<file path="config.mk">
export PLATFORM = sky130hd
export DESIGN_NAME = note_stream_pingpong_sink_flat
export DESIGN_NICKNAME = d
export VERILOG_FILES = /design/src/rtl/note_stream_pingpong_sink_if.sv /design/src/rtl/note_stream_pingpong_sink.sv /design/src/flat_wrapper.sv
export SDC_FILE = /design/constraint.sdc
export NUM_CORES = 1
export LEC_CHECK = 0
export BUFFER_PORTS_ARGS = -buffer_cell sky130_fd_sc_hd__buf_2
export CAP_MARGIN = 25
export CORE_UTILIZATION = 46
export DETAILED_ROUTE_END_ITERATION = 6
export PLACE_DENSITY = 0.72
export SLEW_MARGIN = 20
export SYNTH_ARGS = -nofsm -noshare
export SYNTH_HDL_FRONTEND = slang
export SYNTH_SLANG_ARGS = --single-unit
</file>
<file path="constraint.sdc">
create_clock -name clk -period 3.7 [get_ports clk]
set_input_delay 0.185 -clock clk [delete_from_list [all_inputs] [get_ports clk]]
set_output_delay 0.185 -clock clk [all_outputs]
set_load 0.01 [all_outputs]
</file>
<file path="src/rtl/note_stream_pingpong_sink_if.sv">
// Note-word stream between the note source and the ping-pong sink.
// The source drives one word per in_valid strobe; in_sof marks the first word of a frame.
interface note_stream_pingpong_sink_if #(
    parameter int DW = 8
);
    logic          in_valid;
    logic [DW-1:0] in_data;
    logic          in_sof;

    modport master (
        output in_valid,
        output in_data,
        output in_sof
    );

    modport slave (
        input in_valid,
        input in_data,
        input in_sof
    );
endinterface

</file>
<file path="src/rtl/note_stream_pingpong_sink.sv">
// Ping-pong frame buffer for the note-row stream.
// One bank fills from the stream while the drawer reads the other, completed bank.
// Banks swap only when a full frame has landed and the reader is not holding its bank.
//
// state     | meaning
// ----------+-----------------------------------------------------------------
// FILL      | accepting words into the write bank; in_sof restarts at address 0
// WAIT_SWAP | write bank full, reader holds its bank; incoming words are dropped
module note_stream_pingpong_sink #(
    parameter int DW    = 8,
    parameter int AW    = 5,
    parameter int DEPTH = 32
) (
    input  logic                              clk,
    input  logic                              resetn,
    note_stream_pingpong_sink_if.slave        in_bus,
    input  logic                              rd_lock,
    input  logic [AW-1:0]                     rd_addr,
    output logic [DW-1:0]                     rd_data,
    output logic                              frame_valid,
    output logic                              frame_ready,
    output logic                              rd_bank,
    output logic                              overflow,
    input  logic                              overflow_clr
);

    localparam logic [AW-1:0] LAST_ADDR = AW'(DEPTH - 1);
    localparam logic [AW-1:0] ONE       = AW'(1);

    typedef enum logic [0:0] {
        FILL      = 1'b0,
        WAIT_SWAP = 1'b1
    } state_t;

    state_t           state;
    state_t           state_next;
    logic             wr_bank;
    logic [AW-1:0]    wr_ptr;
    logic [AW-1:0]    wr_ptr_next;
    logic [AW-1:0]    wr_addr;
    logic             wr_en;
    logic             swap;
    logic             drop;

    // Both banks live in one array; the bank index is the address MSB.
    logic [DW-1:0]    mem [0:2*DEPTH-1];

    // State register.
    always_ff @(posedge clk) begin
        if (!resetn) begin
            state <= FILL;
        end else begin
            state <= state_next;
        end
    end

    // Next state plus the write, swap and drop decisions for this cycle.
    always_comb begin
        state_next  = state;
        wr_ptr_next = wr_ptr;
        wr_addr     = wr_ptr;
        wr_en       = 1'b0;
        swap        = 1'b0;
        drop        = 1'b0;
        case (state)
            FILL: begin
                if (in_bus.in_sof) begin
                    // A new frame start abandons any partial frame without a swap.
                    wr_ptr_next = '0;
                    if (in_bus.in_valid) begin
                        wr_en       = 1'b1;
                        wr_addr     = '0;
                        wr_ptr_next = ONE;
                    end
                end else if (in_bus.in_valid) begin
                    wr_en       = 1'b1;
                    wr_addr     = wr_ptr;
                    wr_ptr_next = wr_ptr + ONE;
                end
                if (wr_en && (wr_addr == LAST_ADDR)) begin
                    wr_ptr_next = '0;
                    if (!rd_lock) begin
                        swap = 1'b1;
                    end else begin
                        state_next = WAIT_SWAP;
                    end
                end
            end
            WAIT_SWAP: begin
                // Nothing is written here, including the cycle that finally swaps.
                drop = in_bus.in_valid;
                if (!rd_lock) begin
                    swap       = 1'b1;
                    state_next = FILL;
                end
            end
            default: begin
                state_next = FILL;
            end
        endcase
    end

    // Bank bookkeeping, frame flags and sticky overflow.
    always_ff @(posedge clk) begin
        if (!resetn) begin
            wr_bank     <= 1'b0;
            rd_bank     <= 1'b1;
            wr_ptr      <= '0;
            frame_valid <= 1'b0;
            frame_ready <= 1'b0;
            overflow    <= 1'b0;
        end else begin
            wr_ptr      <= wr_ptr_next;
            frame_ready <= swap;
            if (swap) begin
                rd_bank     <= wr_bank;
                wr_bank     <= ~wr_bank;
                frame_valid <= 1'b1;
            end
            // A drop in the same cycle as a clear keeps the flag set.
            if (drop) begin
                overflow <= 1'b1;
            end else if (overflow_clr) begin
                overflow <= 1'b0;
            end
        end
    end

    // Write port; contents survive reset, and no writes land while reset is held.
    always_ff @(posedge clk) begin
        if (resetn && wr_en) begin
            mem[{wr_bank, wr_addr}] <= in_bus.in_data;
        end
    end

    // Registered read from the pre-edge read bank; zero until the first frame lands.
    always_ff @(posedge clk) begin
        if (!resetn) begin
            rd_data <= '0;
        end else if (frame_valid) begin
            rd_data <= mem[{rd_bank, rd_addr}];
        end else begin
            rd_data <= '0;
        end
    end

endmodule
</file>
<file path="src/flat_wrapper.sv">
// flat-port wrapper written by rule: the top's interface ports become plain ports
module note_stream_pingpong_sink_flat 
#(
    parameter int DW    = 8,
    parameter int AW    = 5,
    parameter int DEPTH = 32
)
  (clk, resetn, rd_lock, rd_addr, rd_data, frame_valid, frame_ready, rd_bank, overflow, overflow_clr, in_bus_in_valid, in_bus_in_data, in_bus_in_sof);
  note_stream_pingpong_sink_if #(.DW(DW)) in_bus_i ();
  input  logic clk;
  input  logic resetn;
  input  logic rd_lock;
  input  logic [AW-1:0] rd_addr;
  output logic [DW-1:0] rd_data;
  output logic frame_valid;
  output logic frame_ready;
  output logic rd_bank;
  output logic overflow;
  input  logic overflow_clr;
  input wire logic [$bits(in_bus_i.in_valid)-1:0] in_bus_in_valid;
  input wire logic [$bits(in_bus_i.in_data)-1:0] in_bus_in_data;
  input wire logic [$bits(in_bus_i.in_sof)-1:0] in_bus_in_sof;
  assign in_bus_i.in_valid = in_bus_in_valid;
  assign in_bus_i.in_data = in_bus_in_data;
  assign in_bus_i.in_sof = in_bus_in_sof;
  note_stream_pingpong_sink #(.DW(DW), .AW(AW), .DEPTH(DEPTH)) u_core (.clk(clk), .resetn(resetn), .in_bus(in_bus_i), .rd_lock(rd_lock), .rd_addr(rd_addr), .rd_data(rd_data), .frame_valid(frame_valid), .frame_ready(frame_ready), .rd_bank(rd_bank), .overflow(overflow), .overflow_clr(overflow_clr));
endmodule
</file>
# Yosys cells after proc, flatten, opt, wreduce, memory -nomap -nowiden
# Memory sizes are Yosys's and may differ from the RTL's. A register that Yosys moved wholly into a read port is not among the register bits.
# Cells that the tools add are included.
dict set report op_classes {
  div 0
  bitwise_logic 2
  eq_ne 1
  magnitude_cmp 0
  shift 0
  n_addsub 1
  n_reduce_logical 7
  mux 22
  mul 0
}
# operator n
set ops {}
lappend ops {{two-way mux 5 bit} 7}
lappend ops {{two-way mux 1 bit} 13}
lappend ops {{adder 5 x 1 -> 5 bit (second input constant)} 1}
lappend ops {{equality test 5 bit (second input constant)} 1}
lappend ops {{case mux 1 bit (2 select lines)} 2}
lappend ops {{AND reduction 2 bit} 2}
lappend ops {{nonzero test 3 bit} 1}
lappend ops {{logical AND 1 bit} 2}
lappend ops {{NOT 1 bit} 2}
lappend ops {{nonzero test 2 bit} 1}
lappend ops {{zero test 1 bit} 1}
dict set report totals {
  n_memories 1
  out_inout_bits 12
  latch_bits 0
  ff_bits 11
  ramBits 512
  romBits 0
}
# name depth word_bits rd rd_clocked_by_memory_dff wr line_no
set memory_table {}
lappend memory_table {u_core.mem 64 8 1 1 1 note_stream_pingpong_sink.sv:46} ;# logic [DW-1:0] mem [0:2*DEPTH-1];

# Logic depth before layout (Yosys ltp)
dict set report logic_depth {
  depth_word 7
  mapped_depth 9
}

# Worst setup path before layout
# Ideal clock, no wire load.
dict set report synth_timing {
  kind {register to register}
  start {reg u_core.state}
  end {mem u_core.mem[61][0], enable pin}
  arrival_ns 1.527
  n_path_buf 0
  path_stages_with_launch 6
  setup_slack_ns 1.802
  setup_time_ns 0.371
  synth_period_minus_slack_ns 1.898
  cell_sequence {dfxtp_1 nor2b_1 and3b_1 nor2b_1 nand3_1 nor2_1}
}
dict set report synth_via {
  elab_chain_len 4
}
# element line_no
set synth_rtl {}
lappend synth_rtl {{start: declaration} note_stream_pingpong_sink.sv:35} ;# state_t state;
lappend synth_rtl {{start signal: assignment} note_stream_pingpong_sink.sv:53} ;# state <= state_next;
lappend synth_rtl {{two-way mux 1 bit} note_stream_pingpong_sink.sv:65} ;# case (state)
lappend synth_rtl {{logical AND 1 bit} note_stream_pingpong_sink.sv:131} ;# if (resetn && wr_en) begin
lappend synth_rtl {{two-way mux 1 bit} note_stream_pingpong_sink.sv:131}
lappend synth_rtl {{two-way mux 1 bit (not written as such)} note_stream_pingpong_sink.sv:132} ;# mem[{wr_bank, wr_addr}] <= in_bus.in_data;
lappend synth_rtl {{end: declaration} note_stream_pingpong_sink.sv:46}
# Several ways; a longest one is shown, not always the timed one.

# Worst setup path after layout
dict set report layout_timing {
  start {reg u_core.state}
  end {mem u_core.mem[1][3], enable pin}
}
# Same word-level chain as after synthesis.

==> impl_metrics.csv <==
group,metric,value,unit
floorplan,die_area,0.0457,sq mm
sta,slew_headroom,27.9,%
yosys,synthTopCellsByArea,"edfxtp_1 (75%), mux4_2 (14%), dfxtp_1 (1.8%)",
critical_path,path_buf_inv,0,
clock_network,clockBufferDepth,3,
outcome,outcome,"complete, no violations",
placed_design,hpwl,29200,um
hold_path,hp-class,"in2reg",
critical_path,slowest_stage,"nor2_1",
sta,worst_pin_slew,1080,ps
sta,tns,0,ps
yosys,ys_async_sr_fraction,0,%
clock_network,cts_root_buf,"clkbuf_16",
flow_run,max_cap_violations,0,
route,firstDrtPassIters,5,
route,wl_per_cell,27.2,um
route,vias_per_cell,6.00,
global_route,grt_overflow,0,
route,wl,46200,um
critical_path,path_max_fanout,8,
yosys,synthCells,997,
power,cellLeakagePower,0.00726,uW
clock_network,cts-resized-gates,0,
yosys,synth_warnings,0,
global_route,grt_pass1_vias,10000,
power,p_switching,2500,uW
global_route,grt_usage,20.7,%
layout,num_antenna_cells,0,
layout,layout_common_cells,"edfxtp_1 (512), mux4_2 (130), nor2_1 (81), clkbuf_16 (53), nand2_1 (41)",
layout,nets,1084,
yosys,synth_edf_count,512,
power,worst_ir_drop_vdd,0.381,mV
clock_network,cts.sinks,531,
yosys,synthFlopType,"edfxtp_1",
power,power_density,528,mW/mm^2
critical_path,path_cells,"nor2b_1, and3b_1, nor2b_1, nand2_1, nor2_1",
global_route,grt_antenna_before_repair,0,
route,drtIter0Drc,1223,
power,sw_frac_of_total,20.3,%
critical_path,criticalPathCategory,"reg2reg",
floorplan,coreArea,0.0442,sq mm
clock_network,cts_hold_buf,5,
power,seqPwrFrac,53.7,%
route,post-route-drc-count,0,
clock_network,cts_max_level,2,
floorplan,die-width,214,um
critical_path,slowest_delay,770,ps
power,comb_power_share,4.4,%
sta,setup_violations,0,
floorplan,num_io_pins,31,
clock_network,cts_buffers,53,
global_route,grt_max_degree,65,
floorplan,rows,77,
layout,final_common_cell,"edfxtp_1",
layout,drive_above_1_share,25.5,%
yosys,synth_top_area_share,74.6,%
power,intPower,9790,uW
global_route,grt_pass1_wl,67200,um
sta,final.period_utilization,70.3,%
route,antenna_left,0,
yosys,ys_types,51,
floorplan,die_h,214,um
yosys,yosys.area.top_type,"edfxtp_1",
critical_path,start_kind,"register",
clock_network,insertion_delay,590,ps
placed_design,portBuffers,30,
yosys,netlist_area,0.0206,sq mm
yosys,synth-seq-cells,531,
yosys,synth.net_count,1017,
route,via_count,10200,
sta,hold_viol_final,0,
yosys,synth_area_per_cell,20.7,sq um
sta,fin_skew,18.1,ps
placed_design,routabilityCongestion,0.855,
sta,maxSlewViolCount,0,
sta,timing.fmax,385,MHz
critical_path,crit_arrival,2820,ps
critical_path,path_delay_family,"simple AND/OR/NAND/NOR gates",
critical_path,required,3920,ps
layout,instances_no_fill,1696,
floorplan,start_util,46.6,%
layout,synthToLayoutAreaGrowth,12.8,%
placed_design,dpl.cell_count,1596,
yosys,seq_area_frac_synth,76.4,%
clock_network,post-cts-setup-buffers,0,
critical_path,crit_path_end_kind,"register",
power,p_clk_share,41.9,%
sta,grt_setup_unrepaired,"false",
critical_path,crit_top_cell,"nor2b_1",
clock_network,clk_pin_slew_worst_paths,60,ps
layout,fin_util,52.6,%
sta,period_needed,2600,ps
clock_network,cts_tree,"done",
state kept, by name (all words and copies together) (netlist names):
name / count
u_core.frame_ready: 1
u_core.state: 1
u_core.mem: 512
u_core.frame_valid: 1
u_core.overflow: 1
u_core.rd_bank: 1
u_core.rd_data: 8
u_core.wr_bank: 1
u_core.wr_ptr: 5
synthesized netlist by cell type, drive strengths merged (3+ instances only):
library cell	n
nand3	9
o221ai	9
a211o	4
mux4	130
buf	33
o22a	5
nor2b	7
or2	3
clkbuf	18
a21oi	4
a31o	3
nand2b	9
nor2	81
or3	3
o211ai	6
xor2	3
a21o	5
edfxtp	512
mux2i	7
nor3	6
mux2	16
o32ai	3
dfxtp	19
o22ai	14
nand2	41
o21ai	21
metrics by stage:
stage	hold WS (ps)	instance area, sq um	total power, uW	worst slack, ps
after floorplan	257	20600	7020	1800
after global placement	436	21500	7250	1130
after detailed placement	434	21600	7260	1100
after CTS	73.8	23300	12400	1160
after global routing	97.2	23300	12600	933
final	89.8	23300	12300	1100
power groups by stage:
stage	Combinational, uW	Clock [uW]	Sequential (uW)
after floorplan	301	0	6720
after global placement	520	0	6730
after detailed placement	539	0	6720
after CTS	544	5210	6600
after global routing	572	5420	6590
final	541	5150	6600
routing by layer:
| metal | part of all wire, % | global-route usage [%] | up-vias | wire length, um |
|---|---|---|---|---|
| met3 | 8.0 | 4.36 | 64 | 3700 |
| met5 | 0 | 0 | - | 0 |
| met2 | 49 | 33.3 | 453 | 22500 |
| met4 | 2.4 | 6.40 | 0 | 1100 |
| li1 | - | - | 4249 | - |
| met1 | 41 | 28.6 | 5403 | 18900 |
worst register-to-register path: cells and delay by family, from the launching register on:
kind,cells,cell delay [ps]
flops,1,380
simple gates,5,1850
layout make-up:
class,instances,area (sq um)
timing repair buffer,63,533
tap,592,741
sequential,531,15800
clock buffer,74,1450
fill,3343,21000
inverter,2,7.51
clock inverter,21,206
multi-input combinational,413,4570
kinds of logic (layout without fill, tap and decap cells):
family,after synthesis,count (layout),synth area share (%)
AO/OA/AOI/OAI,86,86,2.89
buffers and inverters,53,160,1.43
multiplexers,153,153,15.4
adder cells (fa/ha/maj),1,1,0.0607
flip-flops,531,531,76.4
AND/OR/NAND/NOR,169,169,3.61
XOR/XNOR,4,4,0.170
worst paths after layout:
check,startpoint,end,slack (ps),depth (start not counted)
setup / recovery,u_core.state,u_core.mem[1][3],1100,5
hold / removal,in_bus_in_data[6],u_core.mem[0][6],90,1
setup reg to reg,u_core.state,u_core.mem[1][3],1100,5
hold reg to reg,u_core.wr_ptr[1],u_core.wr_ptr[1],560,2
No activity file was read; power rests on OpenSTA's default activity.
